--- src/rtl/axi_lite_master.sv ---
// AXI4-Lite initiator: one outstanding load/store from the core data port, one RSP_VALID pulse per request.
// A per-transaction cycle timeout converts a silent slave into an error response.
module axi_lite_master #(
    parameter int unsigned AXI_AWIDTH     = 32,
    parameter int unsigned AXI_DWIDTH     = 32,
    parameter int unsigned TIMEOUT_CYCLES = 256
) (
    input  logic                    AXI_ACLK,
    input  logic                    AXI_ARESET,

    input  logic                    REQ_VALID,
    output logic                    REQ_READY,
    input  logic                    REQ_WE,
    input  logic [AXI_AWIDTH-1:0]   REQ_ADDR,
    input  logic [AXI_DWIDTH-1:0]   REQ_WDATA,
    input  logic [AXI_DWIDTH/8-1:0] REQ_WSTRB,

    output logic                    RSP_VALID,
    output logic [AXI_DWIDTH-1:0]   RSP_RDATA,
    output logic                    RSP_ERR,
    output logic                    RSP_TIMEOUT,

    output logic [AXI_AWIDTH-1:0]   AXI_AWADDR,
    output logic [2:0]              AXI_AWPROT,
    output logic                    AXI_AWVALID,
    input  logic                    AXI_AWREADY,

    output logic [AXI_DWIDTH-1:0]   AXI_WDATA,
    output logic [AXI_DWIDTH/8-1:0] AXI_WSTRB,
    output logic                    AXI_WVALID,
    input  logic                    AXI_WREADY,

    input  logic [1:0]              AXI_BRESP,
    input  logic                    AXI_BVALID,
    output logic                    AXI_BREADY,

    output logic [AXI_AWIDTH-1:0]   AXI_ARADDR,
    output logic [2:0]              AXI_ARPROT,
    output logic                    AXI_ARVALID,
    input  logic                    AXI_ARREADY,

    input  logic [AXI_DWIDTH-1:0]   AXI_RDATA,
    input  logic [1:0]              AXI_RRESP,
    input  logic                    AXI_RVALID,
    output logic                    AXI_RREADY
);

    localparam int unsigned STRB_W    = AXI_DWIDTH / 8;
    localparam int unsigned CNT_W     = (TIMEOUT_CYCLES > 1) ? $clog2(TIMEOUT_CYCLES) : 1;
    localparam int unsigned TO_LAST_I = (TIMEOUT_CYCLES == 0) ? 0 : TIMEOUT_CYCLES - 1;
    localparam logic [CNT_W-1:0] TO_LAST = TO_LAST_I[CNT_W-1:0];

    typedef enum logic [2:0] {
        S_IDLE,
        S_WR_ADDR_DATA,
        S_WR_RESP,
        S_RD_ADDR,
        S_RD_DATA,
        S_RESP
    } state_e;

    state_e                  state_q, state_d;
    logic [CNT_W-1:0]        cnt_q, cnt_d;
    logic [AXI_AWIDTH-1:0]   addr_q, addr_d;
    logic [AXI_DWIDTH-1:0]   wdata_q, wdata_d;
    logic [STRB_W-1:0]       wstrb_q, wstrb_d;
    logic                    awvalid_q, awvalid_d;
    logic                    wvalid_q, wvalid_d;
    logic                    bready_q, bready_d;
    logic                    arvalid_q, arvalid_d;
    logic                    rready_q, rready_d;
    logic                    req_ready_q, req_ready_d;
    logic                    rsp_valid_q, rsp_valid_d;
    logic                    rsp_err_q, rsp_err_d;
    logic                    rsp_to_q, rsp_to_d;
    logic [AXI_DWIDTH-1:0]   rsp_rdata_q, rsp_rdata_d;

    logic accept, active, to_hit, abort;
    logic aw_pend, w_pend, b_fire, ar_fire, r_fire;
    logic unused_resp_lsb;

    assign unused_resp_lsb = AXI_BRESP[0] ^ AXI_RRESP[0];

    assign accept  = REQ_VALID && req_ready_q;
    assign active  = (state_q == S_WR_ADDR_DATA) || (state_q == S_WR_RESP) ||
                     (state_q == S_RD_ADDR) || (state_q == S_RD_DATA);
    assign to_hit  = (TIMEOUT_CYCLES != 0) && active && (cnt_q == TO_LAST);
    assign aw_pend = awvalid_q && !AXI_AWREADY;
    assign w_pend  = wvalid_q && !AXI_WREADY;
    assign b_fire  = bready_q && AXI_BVALID;
    assign ar_fire = arvalid_q && AXI_ARREADY;
    assign r_fire  = rready_q && AXI_RVALID;

    always_ff @(posedge AXI_ACLK or posedge AXI_ARESET) begin
        if (AXI_ARESET) begin
            state_q     <= S_IDLE;
            cnt_q       <= '0;
            addr_q      <= '0;
            wdata_q     <= '0;
            wstrb_q     <= '0;
            awvalid_q   <= 1'b0;
            wvalid_q    <= 1'b0;
            bready_q    <= 1'b0;
            arvalid_q   <= 1'b0;
            rready_q    <= 1'b0;
            req_ready_q <= 1'b0;
            rsp_valid_q <= 1'b0;
            rsp_err_q   <= 1'b0;
            rsp_to_q    <= 1'b0;
            rsp_rdata_q <= '0;
        end else begin
            state_q     <= state_d;
            cnt_q       <= cnt_d;
            addr_q      <= addr_d;
            wdata_q     <= wdata_d;
            wstrb_q     <= wstrb_d;
            awvalid_q   <= awvalid_d;
            wvalid_q    <= wvalid_d;
            bready_q    <= bready_d;
            arvalid_q   <= arvalid_d;
            rready_q    <= rready_d;
            req_ready_q <= req_ready_d;
            rsp_valid_q <= rsp_valid_d;
            rsp_err_q   <= rsp_err_d;
            rsp_to_q    <= rsp_to_d;
            rsp_rdata_q <= rsp_rdata_d;
        end
    end

    // A handshake that completes on the timeout edge takes priority over the abort.
    always_comb begin
        state_d = state_q;
        abort   = 1'b0;
        unique case (state_q)
            S_IDLE:         if (accept) state_d = REQ_WE ? S_WR_ADDR_DATA : S_RD_ADDR;
            S_WR_ADDR_DATA: if (!aw_pend && !w_pend) state_d = S_WR_RESP;
                            else if (to_hit) abort = 1'b1;
            S_WR_RESP:      if (b_fire) state_d = S_RESP;
                            else if (to_hit) abort = 1'b1;
            S_RD_ADDR:      if (ar_fire) state_d = S_RD_DATA;
                            else if (to_hit) abort = 1'b1;
            S_RD_DATA:      if (r_fire) state_d = S_RESP;
                            else if (to_hit) abort = 1'b1;
            S_RESP:         state_d = S_IDLE;
            default:        state_d = S_IDLE;
        endcase
        if (abort) state_d = S_RESP;
    end

    always_comb begin
        awvalid_d   = (state_d == S_WR_ADDR_DATA) && ((state_q == S_IDLE) || aw_pend);
        wvalid_d    = (state_d == S_WR_ADDR_DATA) && ((state_q == S_IDLE) || w_pend);
        bready_d    = (state_d == S_WR_RESP);
        arvalid_d   = (state_d == S_RD_ADDR);
        rready_d    = (state_d == S_RD_DATA);
        req_ready_d = (state_d == S_IDLE);
        rsp_valid_d = (state_d == S_RESP);

        // Counter saturates so a late phase still meets the same limit.
        cnt_d = cnt_q;
        if (accept) begin
            cnt_d = '0;
        end else if (active && (cnt_q != TO_LAST)) begin
            cnt_d = cnt_q + CNT_W'(1);
        end

        addr_d  = addr_q;
        wdata_d = wdata_q;
        wstrb_d = wstrb_q;
        if (accept) begin
            addr_d = REQ_ADDR;
            if (REQ_WE) begin
                wdata_d = REQ_WDATA;
                wstrb_d = REQ_WSTRB;
            end
        end

        rsp_err_d   = rsp_err_q;
        rsp_to_d    = rsp_to_q;
        rsp_rdata_d = rsp_rdata_q;
        if (abort) begin
            rsp_err_d = 1'b1;
            rsp_to_d  = 1'b1;
        end else if ((state_q == S_WR_RESP) && b_fire) begin
            rsp_err_d = AXI_BRESP[1];
            rsp_to_d  = 1'b0;
        end else if ((state_q == S_RD_DATA) && r_fire) begin
            rsp_err_d   = AXI_RRESP[1];
            rsp_to_d    = 1'b0;
            rsp_rdata_d = AXI_RDATA;
        end
    end

    assign REQ_READY   = req_ready_q;
    assign RSP_VALID   = rsp_valid_q;
    assign RSP_RDATA   = rsp_rdata_q;
    assign RSP_ERR     = rsp_err_q;
    assign RSP_TIMEOUT = rsp_to_q;

    assign AXI_AWADDR  = addr_q;
    assign AXI_AWPROT  = 3'b000;
    assign AXI_AWVALID = awvalid_q;
    assign AXI_WDATA   = wdata_q;
    assign AXI_WSTRB   = wstrb_q;
    assign AXI_WVALID  = wvalid_q;
    assign AXI_BREADY  = bready_q;
    assign AXI_ARADDR  = addr_q;
    assign AXI_ARPROT  = 3'b000;
    assign AXI_ARVALID = arvalid_q;
    assign AXI_RREADY  = rready_q;

endmodule

--- config.mk ---
export PLATFORM = sky130hd
export DESIGN_NAME = axi_lite_master
export DESIGN_NICKNAME = d
export VERILOG_FILES = /design/src/rtl/axi_lite_master.sv
export SDC_FILE = /design/constraint.sdc
export NUM_CORES = 1
export LEC_CHECK = 0
export CORE_MARGIN = 1
export CORE_UTILIZATION = 38
export CTS_CLUSTER_SIZE = 30
export DETAILED_ROUTE_END_ITERATION = 7
export PLACE_DENSITY = 0.86
export SETUP_SLACK_MARGIN = 0.3
export SLEW_MARGIN = 30
export SYNTH_ARGS = -nofsm -noshare
export SYNTH_HDL_FRONTEND = slang
export SYNTH_SLANG_ARGS = --single-unit
--- constraint.sdc ---
create_clock -name AXI_ACLK -period 5.4 [get_ports AXI_ACLK]
set_clock_uncertainty 0.2 [all_clocks]
set_input_delay 0.81 -clock AXI_ACLK [delete_from_list [all_inputs] [get_ports AXI_ACLK]]
set_output_delay 0.81 -clock AXI_ACLK [all_outputs]
set_load 0.01 [all_outputs]
==> impl_results.md <==
* Synth warn at 0
* CP max stage cell: a311oi_2
* Fin nets at 766
* Area grow syn2layout at 59.3%
* FMAX at 361 MHz
* Total negative setup slack at 0 ns
* CTS sink count at 120
* Layout Cells excl Fill at around 840
* Maximum clock path buffer count at 2
* Post-synthesis cell area at 5140 um^2
* First-pass GRT wire length at 21.1 mm
* Cts repair resizes at 0
* Crit-path leading delay family: compound AO/OA/AOI/OAI gates
* Register area share after synthesis at 58.5%
* Max-cap viol count at 0
* Status: finished, final reports clean
* Critical Path Max Stage Delay at approximately 0.8 ns
* Period utilisation layout at 51.3%
* Worst-skew pair later-pin latency at between 0.4 and 0.5 ns
* Worst Tran Pin Value at 0.918 ns
* GRT Overall Usage at ~20%
* CP Capture Type: flop
* Starting Density at 38.9%
* Syn Inst Count at roughly 430
* CP cell instances: clkdlybuf4s50_1 > nand2b_1 > a2111o_1 > a311oi_2 > nor3_1
* Buf/Inv on CP at 1
* Die height at around 120 um
* Routed WL at about 13 mm
* Die X at approximately 120 um
* Async set or reset register ratio after synthesis at 100%
* Drt drc at 0
* Pwr Density at around 560 nW/um^2
* Detailed Route Iter0 Violations at around 170
* DR vias at ~4000
* Critical Path Source Type: input port
* Syn avg cell area at 12.0 um^2
* Post-DP HPWL at between 9 and 10 mm
* Layout cells sized above 1 at 17.4%
* Most common cell in the synthesized netlist: dfrtp_1
* CTS Hold Bufs at 0
* H-tree lvl count at 4
* Required time of the critical path at roughly 5.5 ns
* Die area at ~14000 um^2
* Ant. Diodes at 0
* # fillers at roughly 1000
* Main combinational cell family by area after synthesis: multiplexers
* Min-Delay Path Class: flop to flop
* Crit path DAT at ~2.8 ns
* Post-synth EDFFs at 0
* Root Buffer Master: clkbuf_16
* Slew Viols, Final at 0
* GRT overflow at 0
* CTS buffer count at 17
* DR WL/cell at ~15 um
* Setup WS pre-CTS at 2.22 ns
* Setup CP Type: input port to flop
* Post-synthesis adder-cell area fraction at less than 1%
* Post-synth top flop: dfrtp_1
* Vias in the first global route at between 4000 and 5000
* Synth area leaders: dfrtp_1 58%, mux2_2 14%, nand2_1 7.7%
* Most common library cells after synthesis: 120 x dfrtp_1, 105 x nand2_1, 65 x mux2_2
* Slew Limit Headroom at between 30% and 40%
* Number of port buffers at between 200 and 300
* Shortest period the worst path allows at ~2.8 ns
* Final Hold Viols at 0
* Worst Hold Depth at 1
* Yosys top cell area share at 58.5%
* Synth Area in Simple Gates at 13.2%
* Post-Synth XOR/XNOR Area at 0.170%
* Setup Buffers After CTS at 0
* WP depth at 5
* Clock transition at path regs at roughly 0.050 ns
* DR vias/cell at roughly 4.7
* Lkg Pwr at between 3 and 4 nW
* Total I/O pin count at between 200 and 300
* Seq cells post-synth at 120
* Mux contribution to synthesized area at between 10% and 20%
* Worst Path Max Fanout at 12
* First-pass DRT Iterations at 4
* Synth cell types at 51
* RSZ-0062 raised after global routing: no
* Row cnt at 42
* Yosys top cell by area: dfrtp_1
* Maximum VDD drop at about 0.25 mV
* CTS tree: built
* Core Region at between 10000 and 15000 um^2
* Synth Area in Compound Gates at 4.99%
* Worst Reg-to-Reg Cells at 4
* Pin count of the biggest net entering global routing at approximately 70
* Post-route setup slack at between 2 and 3 ns
* Final setup viols at 0
* GPL Wtd Cong at ~0.83
* Antenna Nets Post-Route at 0
* Initial antenna violation count at 0
* Placed instance count at around 810
logic make-up (layout without fill, tap and decap cells):
logic type | count (synthesis) | after routing
buffers and inverters | 60 | 293
and+or+nand+nor | 146 | 146
adders and majority gates | 1 | 1
other | 1 | 6
muxes | 69 | 69
DFF | 120 | 120
xor gates and xnor gates | 1 | 1
AOI/OAI and AO/OA | 29 | 29
layout make-up:
type | instances | area [um^2] | share of cell area, %
clock buffer | 24 | 482 | 5.89
clock inverter | 8 | 143 | 1.74
inverter | 5 | 21.3 | 0.260
multi-input combinational | 252 | 1760 | 21.5
sequential | 120 | 3000 | 36.7
tap | 176 | 220 | 2.69
timing repair buffer | 256 | 2550 | 31.2
power by group:
| part | switching (W) | total [W] | internal [W] |
|---|---|---|---|
| sequential | 0.000250 | 0.00151 | 0.00126 |
| combinational | 0.000776 | 0.00191 | 0.00113 |
| clock | 0.000375 | 0.00118 | 0.000806 |
flip-flops by register name, summed over array words and instances, names as in the netlist, 3 cells and up:
name / cells
AXI_ARADDR: 32
AXI_WDATA: 32
RSP_RDATA: 32
cnt_q: 8
AXI_WSTRB: 4
state_q: 3
cells in the final DEF (no fill, tap or decap), types with 3 or more instances in the layout:
master and instances:
and2_1 4, nor2_1 4, nand4_1 3, clkbuf_8 3
dfrtp_1 120, conb_1 6, clkdlybuf4s50_1 251, inv_1 4
clkbuf_16 17, nand3_1 4, mux2_1 3, buf_4 4
o21ai_0 3, bufinv_16 4, nand2_1 104, or3_1 4
a21oi_1 7, clkbuf_1 4, mux2_2 65, clkinv_2 3
nand2b_1 4
worst paths after layout:
kind                                           from  slack, ns                   endpoint
min in group asynchronous                AXI_ARESET       0.72  RSP_RDATA[11]$_DFFE_PP0P_
max in group asynchronous                AXI_ARESET       3.79       cnt_q[7]$_DFFE_PP0P_
hold / removal             RSP_RDATA[9]$_DFFE_PP0P_       0.29   RSP_RDATA[9]$_DFFE_PP0P_
hold reg to reg            RSP_RDATA[9]$_DFFE_PP0P_       0.29   RSP_RDATA[9]$_DFFE_PP0P_
setup reg to reg               state_q[0]$_DFF_PP0_       3.05       AXI_RREADY$_DFF_PP0_
setup / recovery                        AXI_AWREADY       2.63       AXI_RREADY$_DFF_PP0_
layer usage:
metal  GRT usage [%]  wire length [um]  vias to the layer above
met3            5.60               786                       31
met5               0                 0                        -
met2            34.0              6800                      174
li1                -                 -                     1853
met1            22.0              4990                     1933
met4            9.29               371                        0
through the flow:
step | hold slack [ns] | utilization [%] | power [W] | instance area, um^2
finish | 0.287 | 62.0 | 0.00460 | 8180
detailed placement | 0.279 | 57.3 | 0.00345 | 7550
CTS | 0.291 | 62.0 | 0.00466 | 8180
global route | 0.310 | 62.0 | 0.00485 | 8180
floorplan | 0.287 | - | 0.00245 | 5160
global placement | 0.270 | 57.2 | 0.00337 | 7550
(Power assumes the default switching activity.)
==> RTL change 1 (config.mk and constraints unchanged) <==
Reset style: synchronous (`AXI_ARESET`), changed in one clocked block.
--- a/src/rtl/axi_lite_master.sv
+++ b/src/rtl/axi_lite_master.sv
@@ -92,5 +92,5 @@
     assign r_fire  = rready_q && AXI_RVALID;
 
-    always_ff @(posedge AXI_ACLK or posedge AXI_ARESET) begin
+    always_ff @(posedge AXI_ACLK) begin
         if (AXI_ARESET) begin
             state_q     <= S_IDLE;
Formal check against the unedited RTL: differs if AXI_ARESET is asserted again (counterexample within 4 cycles, from zero or initial values and one cycle with AXI_ARESET high); with AXI_ARESET held inactive, the same outputs for 10 cycles.
==> RTL change 1 against the unedited design <==
- worst setup slack gained 0.077 ns
- sequential cell count unchanged
- critical path type unchanged
- wire length increased by 3.3%
- synthesized area shrank 8.1%
- design area shrank 6.2%
Power is not compared: it rests on default switching activity, and its combinational part moved more than twofold at a synthesized area within 25%.
==> RTL change 1: results (changes against the unedited design) <==
Placement
  • GP Congestion: 0.809 (was 0.827)
  • Hpwl dp: 9520 µm (was 9530 µm)
  • Post-Place Cell Area: 7070 µm² (was 7550 µm²)
  • Setup WS pre-CTS: 2.31 ns (was 2.22 ns)
  • Placed cell count: 939 (was 809)

Global routing
  • Largest net degree at the start of global routing: 74 (was 72)
  • Met2 Use GR: 0.360 (was 0.340)
  • Vias in the first global route: 4172 (was 4106)
  • Gr usage total: 0.204 (was 0.195)
  • First-pass GRT wire length: 20500 µm (was 21100 µm)
  • Met3 usage: 0.0818 (was 0.0560)

Logic synthesis
  • Asr flop ratio synth: 0 (was 1.00)
  • Synth area leaders: dfxtp_1 (51%), nand2_1 (17%), a21oi_1 (11%) (was dfrtp_1 (58%), mux2_2 (14%), nand2_1 (7.7%))
  • Yosys top cell by area: dfxtp_1 (was dfrtp_1)
  • Synth cell types: 45 (was 51)
  • Seq/Total Area, Yosys: 0.509 (was 0.585)
  • Post-synth top cells: nand2_1 (212), dfxtp_1 (120), a21oi_1 (105) (was dfrtp_1 (120), nand2_1 (105), mux2_2 (65))

Route
  • Met2 WL: 6870 µm (was 6800 µm)
  • M1 wire length: 5250 µm (was 4990 µm)
  • WL/cell: 13.8 µm (was 15.4 µm)

Finish
  • Signal buffers: 258 (was 256)
  • Comb_multi_in: 392 (was 252)
  • Clock buffers: 19 (was 24)
  • FF/Latch Area: 2400 µm² (was 3000 µm²)
  • Non-Filler Instances: 971 (was 841)
  • Clock buf/inv share: 0.0778 (was 0.0763)
  • Non-clk buf share: 0.334 (was 0.312)
  • Fillers: 1021 (was 1035)
  • Post-layout net count: 904 (was 766)
  • Multi-input gate share of the layout cell area: 0.247 (was 0.215)
  • Number of non-clock inverters: 1 (was 5)

Critical path
  • Crit-path slowest cell: clkdlybuf4s50_1 (was a311oi_2)
  • Flop2flop setup slack: 3.27 ns (was 3.05 ns)
  • Largest fanout on the critical path: 26 (was 12)
  • Top delay family on crit path: buffers and inverters (was compound AO/OA/AOI/OAI gates)
  • Critical Path AT: 2.81 ns (was 2.82 ns)

Timing
  • Rel. slew slack: 0.462 (was 0.388)
  • Tmin final: 2.70 ns (was 2.77 ns)

Clock tree
  • Clock Latency Late Sink: 0.39 ns (was 0.41 ns)

Run status
  • Status: finished clean (unchanged)
==> RTL change 1: cell types whose count changed in the layout (fill, tap and decap cells not counted), sizes merged, moves of 5 or more <==
cell and delta:
xnor2 +6, clkbuf -5, mux2 -68, a21oi +98
nor2b +5, dfrtp -120, dfxtp +120, nand2 +107
nor2 +9
==> RTL change 1: cell families (layout without fill, tap and decap cells) <==
logic type,Yosys count,count (layout),share of synthesized area
adder cells (fa/ha/maj),1,1,0.00265
other,1,6,0.000794
flip-flops,120,120,0.509
buffers and inverters,75,291,0.0941
multiplexers,1,1,0.00212
XOR/XNOR,7,7,0.0130
AND/OR/NAND/NOR,263,263,0.242
AO/OA/AOI/OAI,114,114,0.136
==> RTL change 1: worst paths after layout <==
path                start            to  depth (start not counted)
min reg2reg  AXI_WDATA[9]  AXI_WDATA[9]                          2
max             REQ_VALID   AXI_AWVALID                          7
max reg2reg     REQ_READY   AXI_AWVALID                          6
min          AXI_WDATA[9]  AXI_WDATA[9]                          2
==> RTL change 2 (same flow settings) <==
Made on the original files. `AXI_DWIDTH`: 32 -> 64.
--- a/src/rtl/axi_lite_master.sv
+++ b/src/rtl/axi_lite_master.sv
@@ -3,5 +3,5 @@
 module axi_lite_master #(
     parameter int unsigned AXI_AWIDTH     = 32,
-    parameter int unsigned AXI_DWIDTH     = 32,
+    parameter int unsigned AXI_DWIDTH     = 64,
     parameter int unsigned TIMEOUT_CYCLES = 256
 ) (
Ports: changed (6 resized); port bits go from 260 to 396. The function was not compared with the original's and may differ.
==> RTL change 2 against the unedited design <==
- sequential cell count is 68 higher
- sequential power rose by 60%
- count of clock-buffer cells in the layout decreased by 6
- synthesized area increased by 47%
- design area increased by 47%
- worst setup slack got worse by 0.22 ns
- power is 44% higher
- wire length increased by 67%
- sequential share of layout area up 2.3 points
- largest cell class unchanged
==> RTL change 2: results (changes against the unedited design) <==
Run status
  • Status: finished clean (unchanged)

Placement
  • GP Congestion: 0.787 (was 0.827)
  • Hpwl dp: 16300 µm (was 9530 µm)
  • Setup WS pre-CTS: 1.94 ns (was 2.22 ns)
  • Post-Place Cell Area: 11500 µm² (was 7550 µm²)
  • Placed cell count: 1172 (was 809)

Logic synthesis
  • Post-synth top cells: dfrtp_1 (188), mux2_2 (136), nand2_1 (108) (was dfrtp_1 (120), nand2_1 (105), mux2_2 (65))
  • Synth cell types: 46 (was 51)
  • Synth Area in Adders: 0.00166 (was 0.00244)
  • Post-synthesis compound-gate area fraction: 0.0270 (was 0.0499)
  • Seq/Total Area, Yosys: 0.623 (was 0.585)

Power
  • Leakage Power: 5.33 nW (was 3.64 nW)
  • Peak VDD IR: 0.000307 V (was 0.000253 V)

Global routing
  • Met2 Use GR: 0.380 (was 0.340)
  • Initial antenna violation count: 1 (was 0)
  • First-pass GRT wire length: 31900 µm (was 21100 µm)
  • Met1 GRT Util: 0.224 (was 0.220)
  • Vias in the first global route: 5905 (was 4106)

Critical path
  • Max incr delay on CP: 0.56 ns (was 0.80 ns)
  • Top delay family on crit path: buffers and inverters (was compound AO/OA/AOI/OAI gates)
  • Largest fanout on the critical path: 40 (was 12)

Finish
  • Layout cell share with drive strength beyond 1: 0.198 (was 0.174)

Route
  • Detailed Route WL: 21600 µm (was 12900 µm)
  • Initial DRC Count: 260 (was 167)

Clock tree
  • Worst-path clk slew: 0.08 ns (was 0.05 ns)
## RTL change 2: changes by cell type after synthesis, moves of 4 or more
cell,delta
clkbuf_1,+6
nor3b_1,+6
mux2_2,+71
dfrtp_1,+68
nor4_1,+4
## RTL change 2: logic make-up after synthesis
group | Yosys count
simple gates | 149
flops | 188
xor+xnor | 1
buf+inv | 65
mux | 137
other cells | 1
fa+ha+maj | 1
compound gates | 28
## RTL change 2: worst register-to-register path, stage by stage (launching register included)
cell and delay [ns]:
dfrtp_1 0.45, or3b_4 0.47, nor2_4 0.63, buf_4 0.46, mux2_2 0.39
## RTL change 2: final cells by class
class                           instances  area (µm²)
Tap cell                              265         332
Fill cell                            1484        7410
Sequential cell                       188        4700
Clock inverter                         14         165
Timing Repair Buffer                  394        3940
Multi-Input combinational cell        322        2460
Inverter                                3        15.0
Antenna cell                            1        2.50
Clock buffer                           18         429
## RTL change 2: path summary, 6_finish.rpt
check	slack, ns	start	end	depth (start not counted)
setup / recovery	2.41	REQ_VALID	AXI_WDATA[45]	6
hold / removal	0.28	RSP_TIMEOUT	RSP_TIMEOUT	1
setup reg to reg	2.68	state_q[0]	RSP_RDATA[23]	4
hold reg to reg	0.28	RSP_TIMEOUT	RSP_TIMEOUT	1
max in group asynchronous	3.59	AXI_ARESET	RSP_RDATA[41]	3
min in group asynchronous	0.69	AXI_ARESET	AXI_WDATA[22]	3
## RTL change 2: report_power, final
| part | internal, mW | switching (mW) | leakage (nW) |
|---|---|---|---|
| registers | 2.03 | 0.385 | 2.40 |
| clock network | 0.628 | 0.622 | 0.289 |
| logic | 1.79 | 1.16 | 2.64 |
| total | 4.45 | 2.17 | 5.33 |
